### config.mk
export PLATFORM = sky130hd
export DESIGN_NAME = vga_timing_ctrl
export DESIGN_NICKNAME = d
export VERILOG_FILES = /design/src/rtl/vga_timing_ctrl.sv
export SDC_FILE = /design/constraint.sdc
export NUM_CORES = 1
export LEC_CHECK = 0
export BUFFER_PORTS_ARGS = -buffer_cell sky130_fd_sc_hd__buf_2
export CORE_UTILIZATION = 30
export DETAILED_ROUTE_END_ITERATION = 10
export PLACE_DENSITY = 0.52
export SYNTH_ARGS = -nofsm -noshare
export SYNTH_HDL_FRONTEND = slang
export SYNTH_SLANG_ARGS = --single-unit
### constraint.sdc
create_clock -name clk -period 2.4 [get_ports clk]
set_clock_uncertainty 0.15 [all_clocks]
set_input_delay 0.24 -clock clk [delete_from_list [all_inputs] [get_ports clk]]
set_output_delay 0.24 -clock clk [all_outputs]
set_load 0.005 [all_outputs]
### src/rtl/vga_timing_ctrl.sv
// VGA raster timing: h/v counters, sync pulses, active window and line/frame markers.
// Optional line-buffer prefetch request enabled by defining LINE_REQ_EN.
`timescale 1ns/1ps
module vga_timing_ctrl #(
  parameter int H_ACTIVE        = 640,
  parameter int H_FP            = 16,
  parameter int H_SYNC          = 96,
  parameter int H_BP            = 48,
  parameter int V_ACTIVE        = 480,
  parameter int V_FP            = 10,
  parameter int V_SYNC          = 2,
  parameter int V_BP            = 33,
  parameter int SYNC_ACTIVE_LOW = 1
) (
  input  logic       clk,
  input  logic       reset,
  input  logic       pixel_tick,
  output logic       hsync,
  output logic       vsync,
  output logic       video_on,
  output logic [9:0] pixel_x,
  output logic [9:0] pixel_y,
  output logic       line_start,
  output logic       frame_start
`ifdef LINE_REQ_EN
  ,
  output logic       line_req,
  output logic [9:0] line_req_y
`endif
);

  localparam logic [9:0] H_ACT_LAST  = 10'(H_ACTIVE - 1);
  localparam logic [9:0] H_FP_LAST   = 10'(H_ACTIVE + H_FP - 1);
  localparam logic [9:0] H_SYNC_LAST = 10'(H_ACTIVE + H_FP + H_SYNC - 1);
  localparam logic [9:0] H_LAST      = 10'(H_ACTIVE + H_FP + H_SYNC + H_BP - 1);
  localparam logic [9:0] V_ACT_LAST  = 10'(V_ACTIVE - 1);
  localparam logic [9:0] V_FP_LAST   = 10'(V_ACTIVE + V_FP - 1);
  localparam logic [9:0] V_SYNC_LAST = 10'(V_ACTIVE + V_FP + V_SYNC - 1);
  localparam logic [9:0] V_LAST      = 10'(V_ACTIVE + V_FP + V_SYNC + V_BP - 1);
  localparam logic       SYNC_OFF    = (SYNC_ACTIVE_LOW != 0) ? 1'b1 : 1'b0;
  localparam logic       SYNC_ON     = ~SYNC_OFF;

  typedef enum logic [1:0] {ST_ACTIVE, ST_FP, ST_SYNC, ST_BP} seg_e;

  seg_e       h_state_q, h_state_d, v_state_q, v_state_d;
  logic [9:0] x_q, x_d, y_q, y_d;
  logic       hsync_q, vsync_q, video_on_q, line_start_q, frame_start_q;
  logic       line_start_d, frame_start_d;
  logic       h_wrap;

  assign h_wrap = pixel_tick && (x_q == H_LAST);

  // NOTE: every variable gets a default before any branch, so no path leaves it unassigned (no latch).
  always_comb begin
    x_d           = x_q;
    y_d           = y_q;
    h_state_d     = h_state_q;
    v_state_d     = v_state_q;
    line_start_d  = 1'b0;
    frame_start_d = 1'b0;
    if (pixel_tick) begin
      x_d = h_wrap ? 10'd0 : x_q + 10'd1;
      case (h_state_q)
        ST_ACTIVE: if (x_q == H_ACT_LAST)  h_state_d = ST_FP;
        ST_FP:     if (x_q == H_FP_LAST)   h_state_d = ST_SYNC;
        ST_SYNC:   if (x_q == H_SYNC_LAST) h_state_d = ST_BP;
        ST_BP:     if (x_q == H_LAST)      h_state_d = ST_ACTIVE;
      endcase
    end
    if (h_wrap) begin
      line_start_d  = 1'b1;
      frame_start_d = (y_q == V_LAST);
      y_d           = (y_q == V_LAST) ? 10'd0 : y_q + 10'd1;
      case (v_state_q)
        ST_ACTIVE: if (y_q == V_ACT_LAST)  v_state_d = ST_FP;
        ST_FP:     if (y_q == V_FP_LAST)   v_state_d = ST_SYNC;
        ST_SYNC:   if (y_q == V_SYNC_LAST) v_state_d = ST_BP;
        ST_BP:     if (y_q == V_LAST)      v_state_d = ST_ACTIVE;
      endcase
    end
  end

  // NOTE: state registers use non-blocking assignments so all flops update together on the edge.
  always_ff @(posedge clk or posedge reset) begin
    if (reset) begin
      x_q           <= H_LAST;
      y_q           <= V_LAST;
      h_state_q     <= ST_BP;
      v_state_q     <= ST_BP;
      hsync_q       <= SYNC_OFF;
      vsync_q       <= SYNC_OFF;
      video_on_q    <= 1'b0;
      line_start_q  <= 1'b0;
      frame_start_q <= 1'b0;
    end else begin
      x_q           <= x_d;
      y_q           <= y_d;
      h_state_q     <= h_state_d;
      v_state_q     <= v_state_d;
      hsync_q       <= (h_state_d == ST_SYNC) ? SYNC_ON : SYNC_OFF;
      vsync_q       <= (v_state_d == ST_SYNC) ? SYNC_ON : SYNC_OFF;
      video_on_q    <= (h_state_d == ST_ACTIVE) && (v_state_d == ST_ACTIVE);
      line_start_q  <= line_start_d;
      frame_start_q <= frame_start_d;
    end
  end

  assign pixel_x     = x_q;
  assign pixel_y     = y_q;
  assign hsync       = hsync_q;
  assign vsync       = vsync_q;
  assign video_on    = video_on_q;
  assign line_start  = line_start_q;
  assign frame_start = frame_start_q;

`ifdef LINE_REQ_EN
  // Request the next line while entering h SYNC, but only when that line will be displayed.
  logic [9:0] next_line;
  logic       line_req_q, line_req_d;
  logic [9:0] line_req_y_q, line_req_y_d;

  always_comb begin
    next_line    = (y_q == V_LAST) ? 10'd0 : y_q + 10'd1;
    line_req_d   = pixel_tick && (x_q == H_FP_LAST) && (next_line <= V_ACT_LAST);
    line_req_y_d = line_req_d ? next_line : line_req_y_q;
  end

  always_ff @(posedge clk or posedge reset) begin
    if (reset) begin
      line_req_q   <= 1'b0;
      line_req_y_q <= 10'd0;
    end else begin
      line_req_q   <= line_req_d;
      line_req_y_q <= line_req_y_d;
    end
  end

  assign line_req   = line_req_q;
  assign line_req_y = line_req_y_q;
`endif

endmodule

* Word-level counts from Yosys, hierarchy flattened
Cells that the tools add are included.
** Word-level totals
- Output and inout port bits :: 25
- Register bits after elaboration :: 29
** Cells by class
- Reduce and logical (&&, ||, !) cells :: 6
- Add/sub/neg operators :: 2
- Mux-type cells :: 18
- Equality and inequality tests :: 16
** Operator list (number)
- 10-bit == test (second input constant) :: 5
- 10-bit by 9-bit == test with 1-bit output (second input constant) :: 3
- 10-bit by 1-bit adder with 10-bit output (second input constant) :: 2
- 10-bit two-way mux :: 2
- 2-bit two-way mux :: 10
- 2-bit case mux with 4 select lines :: 2
- 2-bit == test (second input constant) :: 6
- 2-bit zero test :: 4
- 2-bit by 1-bit == test with 1-bit output (second input constant) :: 2
- 1-bit two-way mux :: 4
- 1-bit logical AND :: 2

* Depth between registers and ports, before layout
Gate-level depths: netlist of the first run.
- Depth in word-level cells :: 6
- Depth in mapped cells :: 8
- Mapped depth without buffers :: 7

* Least setup slack after synthesis of the first run
No wires, ideal clock.
- Path kind :: register to register
- From :: register x_q[0] (netlist: pixel_x[0])
- To :: register y_q[8] (netlist: pixel_y[8])
- Data arrival time :: 1875 ps
- Path slack :: 296 ps
- Period minus slack after synthesis :: 2104 ps
- Required time :: 2171 ps
- Setup time :: 79 ps
- Cell stages (with the launch flop) :: 9
- Path through :: dfstp_2 ha_1 and4_1 nand3_2 inv_1 buf_4 nand4_1 nor3_1 xor2_1
** On the way
- Cells in the longest elaborated chain, start to end :: 2
** RTL lines
- start: declaration :: line 46 : logic [9:0] x_q, x_d, y_q, y_d;
- start signal: assignment :: line 86 : x_q <= H_LAST;
- start signal: assignment :: line 96 : x_q <= x_d;
- 10-bit == test :: line 51 : assign h_wrap = pixel_tick && (x_q == H_LAST);
- 1-bit logical AND :: line 51
- named net h_wrap :: line 49 : logic h_wrap;
- end signal: assignment :: line 97 : y_q <= y_d;
- end: declaration :: line 46
The timed path passes the listed nets, and every way through them passes these cells.
A chain may end at the register's enable or synchronous reset.

* Final worst setup path of the first run
- From :: register x_q[0] (netlist: pixel_x[0])
- To :: register video_on_q (netlist: video_on)
** On the way
- Cells in the longest elaborated chain, start to end :: 6
** RTL lines
- 10-bit == test (on tied branches)
- 2-bit two-way mux (on tied branches)
- 2-bit case mux with 4 select lines * :: line 63 : case (h_state_q)
- 2-bit two-way mux * :: line 61 : if (pixel_tick) begin
- named net h_state_d[1] :: line 45 : seg_e h_state_q, h_state_d, v_state_q, v_state_d;
- 2-bit zero test * :: line 102 : video_on_q <= (h_state_d == ST_ACTIVE) && (v_state_d == ST_ACTIVE);
- 1-bit logical AND * :: line 102
- end signal: assignment :: line 102
- end: declaration :: line 47 : logic hsync_q, vsync_q, video_on_q, line_start_q, frame_start_q;
The timed path passes the listed nets; every way through them passes the cells marked *.

==> summary.txt, run 1 <==
Run status
  • Outcome: completed

Synthesis
  • Post-Synth Simple-Gate Area: about a quarter
  • Largest family of logic cells by synthesized area: simple AND/OR/NAND/NOR gates
  • FFs w/ async S/R, synth: 100%
  • Mux cell area share after synthesis: 1.48%
  • Synthesized instance count: between 100 and 150
  • Count of cell types in the netlist: 44
  • Ys Warns: 0
  • Register bit total from synthesis: 29
  • Synth top area cells: dfstp_2 (28%), dfrtp_1 (21%), nand2_1 (3.7%)
  • Synth Area in XOR/XNOR: under 10%
  • Synthesized area: 1530 um^2
  • Syn nets: roughly 150
  • Adder and majority cell fraction of the synthesized area: roughly 3.3%
  • Sequential element share of the synthesized area: 48.9%
  • EDFF count, synth: 0
  • Synth area leader: dfstp_2
  • Compound-Gate Fraction of Synth Area: between 10% and 20%
  • Syn Area/Cell: about 10 um^2
  • Ys flop type: dfstp_2
  • Synth top area share: between 20% and 30%

Layout
  • Layout Nets: ~190
  • Most common cell after layout, fill and taps aside: buf_2
  • ANT cells: 0
  • Share of post-route cells with drive strength above 1: between 30% and 40%
  • Layout area overhead: 21.1%
  • # fillers: 503
  • Most frequent cells in the layout: buf_2 (27), dfstp_2 (16), nand2_1 (15)
  • Final cell count without fillers: 250
  • Post-route cell area: approximately 1800 um^2

CTS
  • Clock slew at reported path FFs: 0.06 ns
  • Clock Tree Root: clkbuf_8
  • CTS Sinks: 29
  • Post-CTS Setup Inserts: 0
  • Num CTS Buffers: 5
  • H-tree depth: 2
  • Clock Latency Late Sink: around 0.27 ns
  • CTS tree: yes
  • Clk buf depth: 2

Min path
  • WHS Path Cells: 2
  • Worst Hold Class: primary input to register

Critical path
  • Crit path cell chain: ha_1 -> nand4_1 -> nor3b_1 -> a31oi_1 -> a31oi_1 -> a2111oi_2
  • WP depth: 6
  • Cell count of the worst reg-to-reg path: 6
  • CP Capture Type: register
  • CP max FO: 6
  • WP buf/inv: 0
  • Crit Path Class: register to register
  • Most used cell, CP: a31oi_1
  • CP Launch Type: register
  • Crit-path slowest cell: dfstp_2
  • CP required: between 2 and 2.5 ns
  • Crit path max-delay family: simple AND/OR/NAND/NOR gates
  • Crit path DAT: about 2.2 ns
  • Worst path max stage delay: ~0.57 ns

Global route
  • Largest net degree at the start of global routing: 30
  • GRT Residual Overflow: 0
  • Vias in the first global route: ~1,200
  • Global Route Usage Sum: a little over an eighth
  • First-pass GRT wire length: between 5000 and 6000 um
  • Initial antenna violation count: 0

Floorplan
  • Vert. Die Dim: roughly 73 um
  • # rows: 25
  • DIE AREA: between 5000 and 6000 um^2
  • Die Wd: approximately 73 um
  • Core footprint: 4820 um^2
  • I/O pins: 28
  • Starting Density: between 30% and 40%

Route
  • Post-DR vias/cell: roughly 4.9
  • Residual DRC: 0
  • Via count: 1,219
  • Final ANT Viol Nets: 0
  • Avg WL per Cell: around 13 um
  • First DRT Iteration DRCs: 47
  • TritonRoute pass-1 iters: 4
  • Post-Route WL: about 3200 um

Placement
  • # port buffers: 27
  • Gpl congestion: 0.814
  • Dpl cells: about 240
  • Placed inst area: 1760 um^2
  • Post-DP HPWL: 2270 um

STA
  • Setup TNS: 0 ns
  • Final setup fails: 0
  • Headroom to the max-slew limit: 72.2%
  • FMAX: 0.461 GHz
  • RSZ-0062 raised after global routing: no
  • Max Slew Vio Count: 0
  • Fin crit share: between 90% and 100%
  • Final hold violations: 0
  • Fin crit period: approximately 2.2 ns
  • Slew @ Worst Pin: ~0.42 ns

Job
  • Max-Cap Viols: 0

Pwr
  • Worst vdd ir: 0.000428 V
  • Pwr per Cell Area: between 600 and 700 nW/um^2
  • Static Leak: a little under 0.8 nW
## stage by stage
stage | setup slack [ns] | utilization, % | power (W) | hold WS [ns]
3_5_place_dp | 0.204 | 36.5 | 0.000812 | 0.181
4_1_cts | 0.191 | 38.4 | 0.00120 | 0.0975
6_report | 0.232 | 38.4 | 0.00118 | 0.110
3_3_place_gp | 0.261 | 36.5 | 0.000804 | 0.177
2_1_floorplan | 0.296 | - | 0.000735 | 0.156
5_1_grt | 0.0521 | 38.4 | 0.00124 | 0.113
## cell usage after synthesis, types with 2 or more instances
library cell and n:
buf_2 2, o31ai_1 2, nor2b_1 2, nand2b_1 5
a31oi_1 2, ha_1 4, dfstp_2 16, nand4_1 8
mux2_2 2, dfrtp_1 13, xor2_1 5, o21ai_0 8
inv_1 6, nor3_1 3, and4_1 2, nor2_1 11
and2_1 3, and4bb_2 2, xnor2_1 6, and2b_1 2
nand2_1 15, nand3_1 5
## worst register-to-register path: stages (launching register included)
cell and delay, ns:
dfstp_2 0.57, ha_1 0.20, nand4_1 0.19, nor3b_1 0.42, a31oi_1 0.15, a31oi_1 0.29
a2111oi_2 0.06
## registers in the layout (all words and copies together), names as in the netlist
| signal | flops |
|---|---|
| video_on | 1 |
| line_start | 1 |
| hsync | 1 |
| vsync | 1 |
| v_state_q | 2 |
| pixel_y | 10 |
| pixel_x | 10 |
| frame_start | 1 |
| h_state_q | 2 |
## report_power, final
part / internal, W / switching [W]
logic: 0.0000818 / 0.0000776
registers: 0.000561 / 0.0000828
clock network: 0.000205 / 0.000170
total: 0.000848 / 0.000330
## repair_timing
item | in CTS | in global routing
gates resized for setup | 0 | 1
setup endpoints to repair | 0 | 1
hold buffers | 1 | 0
hold endpoints to repair | 13 | 0
## worst paths after layout
| path | slack, ns | end | start |
|---|---|---|---|
| max in group asynchronous | 1.37 | v_state_q[1]$_DFF_PP1_ | reset |
| worst min register to register | 0.35 | pixel_x[9]$_DFFE_PP1P_ | pixel_x[9]$_DFFE_PP1P_ |
| worst min-delay path | 0.11 | pixel_x[1]$_DFFE_PP1P_ | pixel_tick |
| worst max-delay path | 0.23 | video_on$_DFF_PP0_ | pixel_x[0]$_DFFE_PP1P_ |
| min in group asynchronous | 0.42 | pixel_y[1]$_DFFE_PP0N_ | reset |
| worst max register to register | 0.23 | video_on$_DFF_PP0_ | pixel_x[0]$_DFFE_PP1P_ |
## per-layer routing
layer / vias up / global-route usage, % / share of wire [%]
met2: 29 / 22.1 / 49
met1: 592 / 16.3 / 45
met4: 0 / 5.98 / 0.79
met3: 2 / 4.25 / 4.7
met5: - / 0 / 0
li1: 596 / - / -
## cell type report
cell class / count / area, um^2 / share of cell area, %
clock buffer: 8 / 80.1 / 4.33
sequential: 29 / 746 / 40.4
multi-input combinational: 108 / 741 / 40.1
inverter: 6 / 22.5 / 1.22
tap: 67 / 83.8 / 4.54
timing repair buffer: 32 / 175 / 9.48
## logic make-up (layout without fill, tap and decap cells)
logic type                 count (synthesis)  count (layout)
DFF                                       29              29
and+or+nand+nor                           66              66
adders and majority gates                  4               4
AOI/OAI and AO/OA                         25              25
xor gates and xnor gates                  11              11
muxes                                      2               2
buffers and inverters                      9              46
Note: power is estimated with default switching activity, not from simulation.
==> run 2: changes to the inputs <==
- RECOVER_POWER: unset -> 50
==> summary.txt, run 2 (same netlist as run 1, synthesis figures left out) <==
Pwr
  • Worst vdd ir: 0.000428 V (about the same)
  • Pwr per Cell Area: 640 nW/um^2 (+0.30%)
  • Static Leak: 0.781 nW (-1.3%)
  • Sw frac: 28.0% (about the same)
  • Combinational share of power: 13.5% (about the same)
  • Clock power share: 31.9% (about the same)
  • Switch Pwr: 0.000330 W (about the same)
  • Pint: 0.000848 W (about the same)
  • Sequential Power Share: 54.6% (about the same)

Floorplan
  • I/O pins: 28 (unchanged)
  • Vert. Die Dim: 73.3 um (unchanged)
  • # rows: 25 (unchanged)
  • Starting Density: 31.7% (unchanged)
  • DIE AREA: 5380 um^2 (unchanged)
  • Die Wd: 73.3 um (unchanged)
  • Core footprint: 4820 um^2 (unchanged)

CTS
  • Clock Tree Root: clkbuf_8
  • Clock Latency Late Sink: 0.27 ns (about the same)
  • Clock slew at reported path FFs: 0.06 ns (about the same)
  • CTS tree: yes
  • Clk buf depth: 2 (unchanged)
  • H-tree depth: 2 (unchanged)
  • Num CTS Buffers: 5 (unchanged)
  • CTS Sinks: 29 (unchanged)

STA
  • Fin worst setup slack: 0.232 ns (+0.0000540 ns)
  • Fin crit period: 2.17 ns (-0.0000540 ns)
  • Final hold violations: 0 (unchanged)
  • Headroom to the max-slew limit: 53.9% (-18 points)
  • Slew @ Worst Pin: 0.691 ns (+0.275 ns)
  • Fin Hold WS: 0.110 ns (-0.00000400 ns)
  • Max Slew Vio Count: 0 (unchanged)
  • FMAX: 0.461 GHz (about the same)
  • Fin crit share: 90.4% (about the same)
  • Final setup fails: 0 (unchanged)
  • RSZ-0062 raised after global routing: no
  • Setup TNS: 0 ns (unchanged)

Route
  • Residual DRC: 0 (unchanged)
  • Met2 routed WL: 1570 um (+0.19%)
  • Met3 wire length: 157 um (+4.7%)
  • Final ANT Viol Nets: 0 (unchanged)
  • Post-Route WL: 3170 um (about the same)
  • DR top layer: met4
  • First DRT Iteration DRCs: 47 (unchanged)
  • Met1 wire length: 1420 um (-0.77%)
  • Post-DR vias/cell: 4.88 (about the same)
  • Avg WL per Cell: 12.7 um (about the same)
  • TritonRoute pass-1 iters: 4 (unchanged)
  • Via count: 1,220 (+0.082%)

Critical path
  • CP required: 2.39 ns (about the same)
  • Most used cell, CP: a31oi_1
  • Worst path max stage delay: 0.57 ns (about the same)
  • Crit path max-delay family: simple AND/OR/NAND/NOR gates
  • CP max FO: 6 (unchanged)
  • Crit Path Class: register to register
  • Crit path cell chain: ha_1 -> nand4_1 -> nor3b_1 -> a31oi_1 -> a31oi_1 -> a2111oi_2
  • WP buf/inv: 0 (unchanged)
  • Crit path DAT: 2.16 ns (about the same)
  • Crit-path slowest cell: dfstp_2
  • CP Capture Type: register
  • CP Launch Type: register
  • R2R setup slack: 0.23 ns (about the same)

Global route
  • Global Route Usage Sum: 13.5% (unchanged)
  • Vias in the first global route: 1,196 (unchanged)
  • GRT Residual Overflow: 0 (unchanged)
  • Initial antenna violation count: 0 (unchanged)
  • First-pass GRT wire length: 5460 um (unchanged)
  • Largest net degree at the start of global routing: 30 (unchanged)

Layout
  • Most frequent cells in the layout: buf_2 (24), dfstp_2 (16), nand2_1 (15)
  • Final Core Density: 38.2% (-0.13 points)
  • Share of post-route cells with drive strength above 1: 33.3% (-1.6 points)
  • ANT cells: 0 (unchanged)
  • Final cell count without fillers: 250 (unchanged)
  • Layout area overhead: 20.7%
  • Layout Nets: 189 (unchanged)
  • Most common cell after layout, fill and taps aside: buf_2

Placement
  • Setup WS pre-CTS: 0.204 ns (unchanged)
  • # port buffers: 27 (unchanged)
  • Post-DP HPWL: 2270 um (unchanged)
  • Dpl cells: 241 (unchanged)
  • Gpl congestion: 0.814 (unchanged)

Run status
  • Outcome: completed

Min path
  • Worst Hold Class: primary input to register

Job
  • Max-Cap Viols: 0 (unchanged)
## run 2: cell type report
type / count / area [um^2]
fill: 507 / 2980
inverter: 6 / 22.5
clock buffer: 8 / 80.1
sequential: 29 / 746
multi-input combinational: 108 / 741
tap: 67 / 83.8
timing repair buffer: 32 / 169
## run 2: timing repair
action / CTS / global route
endpoints found under the setup margin: 0 / 1
hold buffers: 1 / 0
setup buffers: 0 / 0
endpoints found under the hold margin: 13 / 0
resized for setup: 0 / 1
## run 2: routing by layer
metal	global-route usage [%]	vias up
li1	-	596
met1	16.3	593
met2	22.1	29
met3	4.25	2
met4	5.98	0
met5	0	-
## run 2: power groups by stage
stage / registers (W) / logic, W / clock network, W
2_1_floorplan: 0.000622 / 0.000114 / 0
3_3_place_gp: 0.000646 / 0.000157 / 0
3_5_place_dp: 0.000650 / 0.000162 / 0
4_1_cts: 0.000643 / 0.000163 / 0.000392
5_1_grt: 0.000654 / 0.000179 / 0.000407
6_report: 0.000644 / 0.000159 / 0.000375
## run 2: worst paths after layout
path / startpoint / end / depth (start not counted)
hold reg to reg: pixel_x[9]$_DFFE_PP1P_ / pixel_x[9]$_DFFE_PP1P_ / 2
hold / removal: pixel_tick / pixel_x[1]$_DFFE_PP1P_ / 2
setup / recovery: pixel_x[0]$_DFFE_PP1P_ / video_on$_DFF_PP0_ / 6
setup reg to reg: pixel_x[0]$_DFFE_PP1P_ / video_on$_DFF_PP0_ / 6
max in group asynchronous: reset / video_on$_DFF_PP0_ / 4
min in group asynchronous: reset / pixel_y[0]$_DFFE_PP0N_ / 4
## run 2: per-stage QoR
step | total power (W) | instance area, um^2
CTS | 0.00120 | 1850
finish | 0.00118 | 1840
detailed placement | 0.000812 | 1760
floorplan | 0.000735 | 1530
global route | 0.00124 | 1840
global placement | 0.000804 | 1760
==> run 3: changes to the inputs <==
- MAX_ROUTING_LAYER: unset -> met4
==> summary.txt, run 3 (same netlist as run 1, synthesis figures left out) <==
Layout
  • Final cell count without fillers: 250 (unchanged)
  • Share of post-route cells with drive strength above 1: 33.3% (unchanged)
  • Most common cell after layout, fill and taps aside: buf_2
  • Most frequent cells in the layout: buf_2 (24), dfstp_2 (16), nand2_1 (15)
  • Layout Nets: 189 (unchanged)
  • ANT cells: 0 (unchanged)
  • Layout area overhead: 20.7% (unchanged)

Placement
  • Gpl congestion: 0.826 (+1.5%)
  • # port buffers: 27 (unchanged)
  • Post-DP HPWL: 2270 um (unchanged)
  • Dpl cells: 241 (unchanged)

Pwr
  • Pint: 0.000848 W (about the same)
  • Pwr per Cell Area: 640 nW/um^2 (about the same)
  • Worst vdd ir: 0.000428 V (about the same)
  • Switch Pwr: 0.000331 W (+0.13%)
  • Combinational share of power: 13.5% (about the same)
  • Sequential Power Share: 54.6% (about the same)
  • Static Leak: 0.781 nW (unchanged)
  • Sw frac: 28.1% (about the same)
  • Clock power share: 31.9% (about the same)

Route
  • Residual DRC: 0 (unchanged)
  • Post-Route WL: 3170 um (about the same)
  • First DRT Iteration DRCs: 46 (-2.1%)
  • Final ANT Viol Nets: 0 (unchanged)
  • Via count: 1,220 (unchanged)
  • Post-DR vias/cell: 4.88 (unchanged)
  • Avg WL per Cell: 12.7 um (about the same)
  • TritonRoute pass-1 iters: 4 (unchanged)

Floorplan
  • Vert. Die Dim: 73.3 um (unchanged)
  • Core footprint: 4820 um^2 (unchanged)
  • Starting Density: 31.7% (unchanged)
  • # rows: 25 (unchanged)
  • Die Wd: 73.3 um (unchanged)
  • I/O pins: 28 (unchanged)
  • DIE AREA: 5380 um^2 (unchanged)

Critical path
  • Crit Path Class: register to register
  • CP Capture Type: register
  • Cell count of the worst reg-to-reg path: 6 (unchanged)
  • CP max FO: 6 (unchanged)
  • Crit path DAT: 2.16 ns (about the same)
  • CP Launch Type: register
  • CP required: 2.39 ns (about the same)

CTS
  • Clock Latency Late Sink: 0.27 ns (about the same)
  • Clk buf depth: 2 (unchanged)
  • Clock Tree Root: clkbuf_8
  • CTS Sinks: 29 (unchanged)
  • Num CTS Buffers: 5 (unchanged)
  • Clock slew at reported path FFs: 0.06 ns (about the same)
  • CTS tree: yes
  • H-tree depth: 2 (unchanged)
  • Post-CTS Setup Inserts: 0 (unchanged)

STA
  • RSZ-0062 raised after global routing: no
  • Final hold violations: 0 (unchanged)
  • Slew @ Worst Pin: 0.691 ns (+0.0000314 ns)
  • FMAX: 0.461 GHz (about the same)
  • Final setup fails: 0 (unchanged)
  • Setup TNS: 0 ns (unchanged)
  • Fin crit share: 90.3% (about the same)
  • Fin crit period: 2.17 ns (-0.000153 ns)
  • Max Slew Vio Count: 0 (unchanged)
  • Headroom to the max-slew limit: 53.9% (about the same)

Min path
  • Worst Hold Class: primary input to register
  • WHS Path Cells: 2 (unchanged)

Run status
  • Outcome: completed

Job
  • Max-Cap Viols: 0 (unchanged)

Global route
  • First-pass GRT wire length: 5450 um (-0.11%)
  • Largest net degree at the start of global routing: 30 (unchanged)
  • Vias in the first global route: 1,197 (+0.084%)
  • GRT Residual Overflow: 0 (unchanged)
  • Initial antenna violation count: 0 (unchanged)
  • Global Route Usage Sum: 13.9% (+0.40 points)
[run 3: path summary, 6_finish.rpt]
path | start | end | slack, ns
setup / recovery | pixel_x[0]$_DFFE_PP1P_ | video_on$_DFF_PP0_ | 0.23
hold / removal | pixel_tick | pixel_x[1]$_DFFE_PP1P_ | 0.11
setup reg to reg | pixel_x[0]$_DFFE_PP1P_ | video_on$_DFF_PP0_ | 0.23
hold reg to reg | pixel_x[9]$_DFFE_PP1P_ | pixel_x[9]$_DFFE_PP1P_ | 0.35
max in group asynchronous | reset | video_on$_DFF_PP0_ | 1.12
min in group asynchronous | reset | pixel_y[0]$_DFFE_PP0N_ | 0.54
[run 3: final cells by class]
cell class	instances	area, um^2
Multi-Input combinational cell	108	741
Inverter	6	22.5
Fill cell	507	2980
Tap cell	67	83.8
Clock buffer	8	80.1
Sequential cell	29	746
Timing Repair Buffer	32	169
[run 3: critical path, stage by stage, from the launching register on]
cell,delay (ns)
dfstp_2,0.57
ha_1,0.20
nand4_1,0.19
nor3b_1,0.42
a31oi_1,0.15
a31oi_1,0.29
a2111oi_2,0.06
[run 3: repair_timing]
action	CTS	global route
endpoints found under the setup margin	0	1
hold endpoints to repair	13	0
hold buffers	1	0
resized for setup	0	1
[run 3: per-stage QoR]
step	util, %	setup WS [ns]	instance area [um^2]	hold slack (ns)	total power, W
5_1_grt	38.2	0.0521	1840	0.113	0.00124
2_1_floorplan	-	0.296	1530	0.156	0.000735
4_1_cts	38.4	0.191	1850	0.0975	0.00120
3_3_place_gp	36.5	0.261	1760	0.177	0.000804
6_report	38.2	0.232	1840	0.109	0.00118
3_5_place_dp	36.5	0.204	1760	0.181	0.000812
[run 3: routing by layer]
metal | wire length [um] | GRT usage [%] | part of all wire, %
met1 | 1420 | 16.3 | 45
met5 | 0 | - | 0
met2 | 1570 | 22.1 | 50
met4 | 22 | 5.98 | 0.69
met3 | 157 | 4.25 | 5.0
[run 3: power by group through the flow]
stage,Sequential [W],Combinational (W),Clock (W)
2_1_floorplan,0.000622,0.000114,0
3_3_place_gp,0.000646,0.000157,0
3_5_place_dp,0.000650,0.000162,0
4_1_cts,0.000643,0.000163,0.000392
5_1_grt,0.000654,0.000179,0.000407
6_report,0.000644,0.000159,0.000376
